<file path="config.mk">
export PLATFORM = sky130hd
export DESIGN_NAME = ov7670_frame_ctrl
export DESIGN_NICKNAME = d
export VERILOG_FILES = /design/src/rtl/ov7670_pkg.sv /design/src/rtl/ov7670_frame_ctrl_bank_tracker.sv /design/src/rtl/ov7670_frame_ctrl.sv
export SDC_FILE = /design/constraint.sdc
export NUM_CORES = 1
export LEC_CHECK = 0
export ABC_AREA = 0
export CAP_MARGIN = 30
export CELL_PAD_IN_SITES_DETAIL_PLACEMENT = 1
export CELL_PAD_IN_SITES_GLOBAL_PLACEMENT = 1
export CORE_MARGIN = 2
export CORE_UTILIZATION = 30
export DETAILED_ROUTE_END_ITERATION = 10
export PLACE_DENSITY = 0.61
export SYNTH_ARGS = -nofsm -noshare
export SYNTH_HDL_FRONTEND = slang
export SYNTH_SLANG_ARGS = --single-unit
</file>
<file path="constraint.sdc">
create_clock -name pclk_24 -period 5.5 [get_ports pclk_24]
set_input_delay 0.825 -clock pclk_24 [delete_from_list [all_inputs] [get_ports pclk_24]]
set_output_delay 0.825 -clock pclk_24 [all_outputs]
set_load 0.01 [all_outputs]
</file>
<file path="src/rtl/ov7670_pkg.sv">
// ----------------------------------------------------------------------------
// ov7670_pkg
// Shared types and defaults for the OV7670 frame capture path.
//   state_t   : capture sequencer states (IDLE, WAIT_VS, CAPTURE)
//   rgb565_t  : one RGB565 pixel; the first sensor byte lands in [15:8]
//   DEF_*     : default frame geometry (VGA) and framebuffer address width
// ----------------------------------------------------------------------------
package ov7670_pkg;

    typedef enum logic [1:0] {
        IDLE    = 2'd0,
        WAIT_VS = 2'd1,
        CAPTURE = 2'd2
    } state_t;

    typedef struct packed {
        logic [4:0] r;
        logic [5:0] g;
        logic [4:0] b;
    } rgb565_t;

    localparam int DEF_H_PIXELS = 640;
    localparam int DEF_V_LINES  = 480;
    localparam int DEF_ADDR_W   = 19;

endpackage

</file>
<file path="src/rtl/ov7670_frame_ctrl_bank_tracker.sv">
// ----------------------------------------------------------------------------
// ov7670_bank_tracker
// Keeps the full/free state of the framebuffer banks and the pointer to the
// bank the next frame should go into.
//   clk_i, rst_i   : pixel clock, asynchronous active-high reset
//   frame_end_i    : a captured frame just completed into end_bank_i
//   end_bank_i     : bank that was completed
//   rd_release_i   : reader has finished with rel_bank_i (one-cycle pulse)
//   rel_bank_i     : bank being released
//   capturing_i    : the sequencer is currently writing cur_bank_i
//   cur_bank_i     : bank being written
//   tgt_bank_o     : bank the next frame will be written into
//   tgt_full_o     : that bank still holds an unreleased frame
// Build option OV7670_PINGPONG_EN: two alternating banks. Without it only
// bank 0 exists, the pointer never moves and rel_bank_i is ignored.
// ----------------------------------------------------------------------------
module ov7670_bank_tracker (
    input  logic clk_i,
    input  logic rst_i,
    input  logic frame_end_i,
    input  logic end_bank_i,
    input  logic rd_release_i,
    input  logic rel_bank_i,
    input  logic capturing_i,
    input  logic cur_bank_i,
    output logic tgt_bank_o,
    output logic tgt_full_o
);

    logic [1:0] full_q, full_d;
    logic       tgt_q, tgt_d;

    // Release is applied first so that a frame end on the same bank in the
    // same cycle overrides it and the bank stays full.
    always_comb begin
        full_d = full_q;
        tgt_d  = tgt_q;
`ifdef OV7670_PINGPONG_EN
        if (rd_release_i && !(capturing_i && (rel_bank_i == cur_bank_i))) begin
            full_d[rel_bank_i] = 1'b0;
        end
        if (frame_end_i) begin
            full_d[end_bank_i] = 1'b1;
            tgt_d              = ~tgt_q;
        end
`else
        if (rd_release_i && !capturing_i) begin
            full_d[0] = 1'b0;
        end
        if (frame_end_i) begin
            full_d[0] = 1'b1;
        end
`endif
    end

`ifndef OV7670_PINGPONG_EN
    // Bank selects carry no information with a single bank.
    logic unused_bank_sel;
    assign unused_bank_sel = end_bank_i ^ rel_bank_i ^ cur_bank_i;
`endif

    always_ff @(posedge clk_i or posedge rst_i) begin
        if (rst_i) begin
            full_q <= 2'b00;
            tgt_q  <= 1'b0;
        end else begin
            full_q <= full_d;
            tgt_q  <= tgt_d;
        end
    end

    assign tgt_bank_o = tgt_q;
    assign tgt_full_o = full_q[tgt_q];

endmodule

</file>
<file path="src/rtl/ov7670_frame_ctrl.sv">
// ----------------------------------------------------------------------------
// ov7670_frame_ctrl
// Frame-level capture sequencer for the OV7670 pixel path (pclk_24 domain).
// Arms on start, locks onto the next vsync falling edge, pairs href-qualified
// bytes into RGB565 pixels and emits framebuffer writes into ping-pong banks.
//   pclk_24, rst          : pixel clock, asynchronous active-high reset
//   start, continuous     : arm request (IDLE only) / auto re-arm after a frame
//   abort                 : synchronous return to IDLE, frame discarded
//   vsync, href, d        : sensor sync and data byte
//   rd_release, rel_bank  : reader hands bank rel_bank back
//   fb_we/fb_addr/fb_data : framebuffer write port, fb_sel = bank written
//   frame_done, done_bank, frame_err : end-of-frame pulse and status
//   busy                  : sequencer not in IDLE
// Build option OV7670_PINGPONG_EN enables the second bank; without it fb_sel
// and done_bank remain 0 and a new frame waits until bank 0 is released.
// ----------------------------------------------------------------------------
module ov7670_frame_ctrl
    import ov7670_pkg::*;
#(
    parameter int H_PIXELS = DEF_H_PIXELS,
    parameter int V_LINES  = DEF_V_LINES,
    parameter int ADDR_W   = DEF_ADDR_W
) (
    input  logic              pclk_24,
    input  logic              rst,
    input  logic              start,
    input  logic              continuous,
    input  logic              abort,
    input  logic              vsync,
    input  logic              href,
    input  logic [7:0]        d,
    input  logic              rd_release,
    input  logic              rel_bank,
    output logic              fb_we,
    output logic [ADDR_W-1:0] fb_addr,
    output logic [15:0]       fb_data,
    output logic              fb_sel,
    output logic              frame_done,
    output logic              done_bank,
    output logic              frame_err,
    output logic              busy
);

    // Counters carry one extra bit so that H_PIXELS*V_LINES == 2^ADDR_W works.
    localparam logic [ADDR_W:0] FRAME_PIX = (ADDR_W+1)'(H_PIXELS * V_LINES);
    localparam logic [ADDR_W:0] H_CNT     = (ADDR_W+1)'(H_PIXELS);
    localparam logic [ADDR_W:0] V_CNT     = (ADDR_W+1)'(V_LINES);
    localparam logic [ADDR_W:0] CNT_ONE   = (ADDR_W+1)'(1);

    logic              vsync_q, vsync_qq, href_q, href_qq;
    logic [7:0]        d_q;
    state_t            state_q;
    logic              phase_q;
    logic [7:0]        hi_byte_q;
    logic [ADDR_W:0]   addr_q, pix_cnt_q, line_cnt_q;
    logic              err_q;
    logic              pix_we_q;
    rgb565_t           pix_data_q;
    logic [ADDR_W-1:0] pix_addr_q;
    logic              fb_we_q, fb_sel_q, frame_done_q, done_bank_q, frame_err_q;
    logic [ADDR_W-1:0] fb_addr_q;
    rgb565_t           fb_data_q;

    logic vs_fall, vs_rise, href_fall, frame_end, capturing;
    logic tgt_bank, tgt_full;

    // Sensor inputs are registered once; edges are taken on the registered copies.
    always_ff @(posedge pclk_24 or posedge rst) begin
        if (rst) begin
            vsync_q  <= 1'b0;
            vsync_qq <= 1'b0;
            href_q   <= 1'b0;
            href_qq  <= 1'b0;
            d_q      <= '0;
        end else begin
            vsync_q  <= vsync;
            vsync_qq <= vsync_q;
            href_q   <= href;
            href_qq  <= href_q;
            d_q      <= d;
        end
    end

    assign vs_fall   = vsync_qq & ~vsync_q;
    assign vs_rise   = ~vsync_qq & vsync_q;
    assign href_fall = href_qq & ~href_q;
    assign capturing = (state_q == CAPTURE);
    assign frame_end = capturing & vs_rise & ~abort;

    ov7670_bank_tracker u_banks (
        .clk_i        (pclk_24),
        .rst_i        (rst),
        .frame_end_i  (frame_end),
        .end_bank_i   (fb_sel_q),
        .rd_release_i (rd_release),
        .rel_bank_i   (rel_bank),
        .capturing_i  (capturing),
        .cur_bank_i   (fb_sel_q),
        .tgt_bank_o   (tgt_bank),
        .tgt_full_o   (tgt_full)
    );

    // Sequencer plus pixel pipeline: pixels are assembled one cycle after the
    // second byte is registered, then presented on the write port a cycle later.
    always_ff @(posedge pclk_24 or posedge rst) begin
        if (rst) begin
            state_q      <= IDLE;
            phase_q      <= 1'b0;
            hi_byte_q    <= '0;
            addr_q       <= '0;
            pix_cnt_q    <= '0;
            line_cnt_q   <= '0;
            err_q        <= 1'b0;
            pix_we_q     <= 1'b0;
            pix_data_q   <= '0;
            pix_addr_q   <= '0;
            fb_we_q      <= 1'b0;
            fb_addr_q    <= '0;
            fb_data_q    <= '0;
            fb_sel_q     <= 1'b0;
            frame_done_q <= 1'b0;
            done_bank_q  <= 1'b0;
            frame_err_q  <= 1'b0;
        end else begin
            pix_we_q     <= 1'b0;
            frame_done_q <= 1'b0;
            frame_err_q  <= 1'b0;
            fb_we_q      <= pix_we_q;
            fb_addr_q    <= pix_addr_q;
            fb_data_q    <= pix_data_q;
            if (abort) begin
                state_q <= IDLE;
                phase_q <= 1'b0;
            end else begin
                unique case (state_q)
                    IDLE: begin
                        if (start) begin
                            state_q <= WAIT_VS;
                        end
                    end
                    WAIT_VS: begin
                        // A frame whose target bank is still held by the reader is skipped.
                        if (vs_fall && !tgt_full) begin
                            state_q    <= CAPTURE;
                            fb_sel_q   <= tgt_bank;
                            phase_q    <= 1'b0;
                            addr_q     <= '0;
                            pix_cnt_q  <= '0;
                            line_cnt_q <= '0;
                            err_q      <= 1'b0;
                        end
                    end
                    CAPTURE: begin
                        if (vs_rise) begin
                            frame_done_q <= 1'b1;
                            done_bank_q  <= fb_sel_q;
                            frame_err_q  <= err_q | (line_cnt_q != V_CNT);
                            phase_q      <= 1'b0;
                            state_q      <= continuous ? WAIT_VS : IDLE;
                        end else begin
                            if (href_q) begin
                                phase_q <= ~phase_q;
                                if (!phase_q) begin
                                    hi_byte_q <= d_q;
                                end else begin
                                    pix_cnt_q <= pix_cnt_q + CNT_ONE;
                                    if (addr_q < FRAME_PIX) begin
                                        pix_we_q   <= 1'b1;
                                        pix_data_q <= {hi_byte_q, d_q};
                                        pix_addr_q <= addr_q[ADDR_W-1:0];
                                        addr_q     <= addr_q + CNT_ONE;
                                    end else begin
                                        err_q <= 1'b1;
                                    end
                                end
                            end else begin
                                phase_q <= 1'b0;
                            end
                            if (href_fall) begin
                                pix_cnt_q  <= '0;
                                line_cnt_q <= line_cnt_q + CNT_ONE;
                                if (pix_cnt_q != H_CNT) begin
                                    err_q <= 1'b1;
                                end
                            end
                        end
                    end
                    default: state_q <= IDLE;
                endcase
            end
        end
    end

    assign fb_we      = fb_we_q;
    assign fb_addr    = fb_addr_q;
    assign fb_data    = fb_data_q;
    assign fb_sel     = fb_sel_q;
    assign frame_done = frame_done_q;
    assign done_bank  = done_bank_q;
    assign frame_err  = frame_err_q;
    assign busy       = (state_q != IDLE);

endmodule
</file>
; Yosys cells after proc, flatten, opt, wreduce, memory -nomap -nowiden
; Index checks and enable logic that the tools add are counted.
; W data, S select, Z words.
[word_totals]
ff_bits = 159
input_bits = 17
wordCells = 119
[op_classes]
n_addsub = 3
magnitude_cmp = 1
n_eq_ne = 15
muxes = 46
bitwise_logic = 12
reduce_logical = 17
[op_table]
columns = op, n
row1 = $mux W20, 11
row2 = $pmux W20 S2, 3
row3 = $add A20 B1 Y20 const B, 3
row4 = $mux W1, 25
row5 = $lt A20 B19 Y1 const B, 1
row6 = $ne A20 B10 Y1 const B, 1
row7 = $ne A20 B9 Y1 const B, 1
row8 = $ne A3 B3 Y1 const B, 5
row9 = $reduce_and A6 Y1, 2
row10 = $ne A2 B2 Y1 const B, 5
row11 = $reduce_and A5 Y1, 2
row12 = $mux W2, 4
row13 = $reduce_and A7 Y1, 1
row14 = $not A1 Y1, 6
row15 = $pmux W2 S3, 1
row16 = $reduce_bool A2 Y1, 3
row17 = $and A1 B1 Y1, 5
row18 = $pmux W1 S2, 2
row19 = $reduce_and A4 Y1, 1
row20 = $reduce_and A3 Y1, 1
row21 = $reduce_bool A3 Y1, 1
row22 = $eq A2 B1 Y1 const B, 1
row23 = $eq A2 B2 Y1 const B, 1
row24 = $logic_and A1 B1 Y1, 2
row25 = 5 further kinds, 6

; Logic depth before layout (Yosys ltp)
[logic_depth]
depth_word = 8
depth_mapped = 9

; By module
; A second synthesis with hierarchy kept.
[hier_totals]
cells_unflattened = 567
hier_area_um2 = 6713.9
[modules_own_cells]
columns = mod, n_inst, cells_each, area_per_inst_um2
row1 = ov7670_frame_ctrl, 1, 561, 6660.1
row2 = ov7670_bank_tracker, 1, 6, 53.8

; Least setup slack after synthesis
; No wires, ideal clock.
[synth_timing]
path_kind = input to register
startpoint = input abort
endpoint = register line_cnt_q[19]
setup_time_ns = 0.119
arrival_ns = 2.209
required_time_ns = 5.381
path_slack_ns = 3.172
path_stages = 6
path_cell_list = or3b_2 nor3_2 buf_2 nor2_1 o31a_1 o21a_1
[synth_between]
elab_chain_len = 2
[synth_rtl]
columns = item, line_no
row1 = start: declaration, ov7670_frame_ctrl.sv:28  ; input logic abort,
row2 = $not A1 Y1 (no source line), n/a
row3 = $reduce_and A5 Y1 (no source line), n/a
row4 = end signal: assignment, ov7670_frame_ctrl.sv:181  ; line_cnt_q <= line_cnt_q + CNT_ONE;
row5 = end: declaration, ov7670_frame_ctrl.sv:55  ; logic [ADDR_W:0] addr_q, pix_cnt_q, line_cnt_q;
; No other way between the ends.
; A chain may end at the register's enable or synchronous reset.

; Final worst setup path
[layout_timing]
startpoint = input abort
endpoint = register pix_addr_q[4]
[layout_between]
elab_chain_len = 2
[layout_rtl]
columns = item, line_no
row1 = $not A1 Y1 (no source line), n/a
row2 = $reduce_and A6 Y1 (no source line), n/a
row3 = end signal: assignment, ov7670_frame_ctrl.sv:170  ; pix_addr_q <= addr_q[ADDR_W-1:0];
row4 = end: declaration, ov7670_frame_ctrl.sv:59  ; logic [ADDR_W-1:0] pix_addr_q;
; No other way between the ends.

==> flow_metrics.env <==
export IMPL_cp_data_required_time_ps=5810
export IMPL_areaGrowthSynthToFinish_pct=21.8
export IMPL_die_x_microns=152
export IMPL_yosys_area_top_type="dfrtp_1"
export IMPL_drc_errors=0
export IMPL_clock_latency_ps=430
export IMPL_pin_count=58
export IMPL_fin_skew_ps=10.4
export IMPL_fin_util_pct=37.0
export IMPL_root_buffer="clkbuf_16"
export IMPL_finalCritPeriodShare_pct=57.3
export IMPL_clockBufferDepth=2
export IMPL_track_usage_pct=13.6
export IMPL_tightest_slew_ps=870
export IMPL_hold_viol=0
export IMPL_p_int_mw=1.95
export IMPL_crit_family="buffers and inverters"
export IMPL_critical_path_class="in -> reg"
export IMPL_hp_class="reg -> reg"
export IMPL_clock_power_share_pct=47.2
export IMPL_tns_ps=0
export IMPL_grt_max_degree=80
export IMPL_ant_nets=0
export IMPL_std_cell_rows=54
export IMPL_vias_per_cell=5.00
export IMPL_crit_buf_inv=4
export IMPL_initial_core_util_pct=30.4
export IMPL_slowest_stage="a22oi_2"
export IMPL_cts_resized=0
export IMPL_fin_nets=636
export IMPL_drt_iter0_drc=271
export IMPL_worstPathCellList="clkdlybuf4s50_1 > nor2b_1 > a22oi_2 > clkinv_2 > o21a_1 > nand2_1 > buf_4 > inv_4 > mux2_2"
export IMPL_setup_violations=0
export IMPL_pwr_share_comb_pct=4.5
export IMPL_rsz0062_at_grt="no"
export IMPL_switching_share_pct=23.6
export IMPL_grt_ovfl_total=0
export IMPL_power_density_mw_per_mm2=318
export IMPL_path_clk_slew_ps=60
export IMPL_synth_seq_cells=159
export IMPL_nFillCells=2337
export IMPL_cts_hold_repair_buffers=0
export IMPL_dr_pass1_iters=4
export IMPL_p_leak_nw=3.54
export IMPL_core_sq_mm=0.0217
export IMPL_dieArea_sq_mm=0.0231
export IMPL_syn_avg_cell_area_sq_um=11.8
export IMPL_wl_mm=14.7
export IMPL_synth_flop_cell="dfrtp_1"
export IMPL_cp_end_kind="flop"
export IMPL_critPathArrivalTime_ps=3460
export IMPL_worst_path_max_fanout=30
export IMPL_yosysWarnings=0
export IMPL_layout_min_cycle_time_ps=3150
export IMPL_cp_slowest_stage_delay_ps=570
export IMPL_maxSlewHeadroom_pct=42.0
export IMPL_cts_sinks=159
export IMPL_numCtsBuffers=17
export IMPL_fmax_mhz=317
export IMPL_power_frac_seq_pct=48.3
export IMPL_grt_pass1_wl_mm=25.5
export IMPL_slew_viol_final=0
export IMPL_htree_levels=4
export IMPL_die_h_microns=152
export IMPL_power_switching_mw=0.604
export IMPL_seq_area_sq_mm=0.00398
export IMPL_multi_input_area_sq_mm=0.00242
export IMPL_max_cap_violations=0
export IMPL_synth_seq_area_share_pct=60.4
export IMPL_dr_total_vias=4533
export IMPL_hpwl_mm=10.0
export IMPL_netlist_area_sq_mm=0.00658
export IMPL_crit_path_start_kind="input port"
export IMPL_tritoncts="built"
export IMPL_synth_area_leaders="dfrtp_1 (60%), mux2_2 (7.0%), nor2_1 (2.6%), xnor2_1 (2.4%), nand2_1 (1.9%)"
export IMPL_status="finished, final reports clean"
export IMPL_grt_pass1_vias=4945
export IMPL_peakVddDrop_v=0.000179
export IMPL_async_flop_share_pct=100
export IMPL_synth_edff_count=0
export IMPL_synth_cell_type_count=56
export IMPL_wl_per_cell_microns=16.2
export IMPL_num_antenna_cells=0
export IMPL_cts_setup_buffers=0
export IMPL_antenna_found_initial=0
export IMPL_io_buffers=54
export IMPL_drive_gt1_share_pct=15.5
export IMPL_synth_top_cell_area_share_pct=60.4
export IMPL_syn_inst=557
export IMPL_routabilityCongestion=0.829
## stage by stage
stage / setup WS (ps) / area [sq um] / total power [mW] / hold slack (ps) / std cells
after floorplan: 383 / 6590 / 1.32 / 331 / 558
final: 2350 / 8020 / 2.55 / 355 / 907
after detailed placement: 1840 / 7410 / 1.37 / 347 / 875
after global routing: 2100 / 8020 / 2.66 / 363 / 907
after CTS: 2310 / 8020 / 2.59 / 362 / 907
after global placement: 1920 / 7390 / 1.37 / 333 / 873
## path summary, 6_finish.rpt
check | slack (ps) | from | cells after the start | end
worst min register to register | 350 | pix_we_q$_DFF_PP0_ | 0 | fb_we$_DFF_PP0_
worst max register to register | 2690 | state_q[1]$_DFFE_PP0P_ | 8 | pix_addr_q[4]$_DFFE_PP0P_
worst max-delay path | 2350 | abort | 9 | pix_addr_q[4]$_DFFE_PP0P_
min in group asynchronous | 880 | rst | 2 | d_q[2]$_DFF_PP0_
worst min-delay path | 350 | pix_we_q$_DFF_PP0_ | 0 | fb_we$_DFF_PP0_
max in group asynchronous | 3490 | rst | 3 | fb_addr[3]$_DFF_PP0_
## cell families (layout without fill, tap and decap cells)
family	Yosys count	in the layout	share of synthesized area, %
AO/OA/AOI/OAI	94	94	9.54
flip-flops	159	159	60.4
buffers and inverters	39	108	2.81
AND/OR/NAND/NOR	190	190	15.4
other	1	2	0.0570
XOR/XNOR	26	26	3.46
adder cells (fa/ha/maj)	5	5	0.950
multiplexers	43	43	7.32
## power by group through the flow
stage	clock network, mW	logic (mW)	registers [mW]
after floorplan	0	0.0771	1.25
after global placement	0	0.115	1.25
after detailed placement	0	0.119	1.25
after CTS	1.24	0.120	1.23
after global routing	1.29	0.134	1.24
final	1.21	0.116	1.23
## cell usage after synthesis, types with 7 or more instances
library cell,count
a21oi_1,21
clkbuf_1,7
dfrtp_1,159
inv_1,15
mux2_2,41
nand2_1,34
nand3_1,16
nand4_1,16
nor2_1,46
nor3_1,11
nor4_1,15
o21ai_0,20
o31ai_1,12
or3_1,8
or4_1,13
xnor2_1,18
xor2_1,8
## worst register-to-register path, cell delays in order (launching register included)
cell      delay [ps]
dfrtp_1          520
nor3b_2          250
a22oi_2          540
clkinv_2         280
o21a_1           230
nand2_1           90
buf_4            380
inv_4            120
mux2_2           290
## placed cells by master, fill, tap and decap left out, types with 8 or more instances in the layout
cell type	instances
a21oi_1	21
clkbuf_16	17
clkdlybuf4s50_1	54
dfrtp_1	159
inv_1	14
mux2_2	41
nand2_1	34
nand3_1	16
nand4_1	16
nor2_1	46
nor3_1	11
nor4_1	15
o21ai_0	20
o31ai_1	12
or3_1	8
or4_1	13
xnor2_1	18
xor2_1	8
## state kept, by name, indices dropped and copies added (netlist names), 2 cells and up
| signal | cells |
|---|---|
| addr_q | 20 |
| d_q | 8 |
| fb_addr | 19 |
| fb_data | 16 |
| hi_byte_q | 8 |
| line_cnt_q | 20 |
| pix_addr_q | 19 |
| pix_cnt_q | 20 |
| pix_data_q | 16 |
| state_q | 2 |
## metal layers
layer / routed length [microns] / global-route usage [%] / vias to the layer above
met1: 6740 / 17.5 / 2309
met2: 7110 / 22.2 / 78
met3: 521 / 3.05 / 25
met5: 0 / 0 / -
met4: 320 / 5.47 / 0
li1: - / - / 2121
## final cells by class
class	count	area share, %
clock buffer	18	5.48
clock inverter	14	2.17
inverter	17	0.905
multi-input combinational	360	30.2
sequential	159	49.6
tap	280	4.37
timing repair buffer	59	7.25
(Power assumes the default switching activity.)
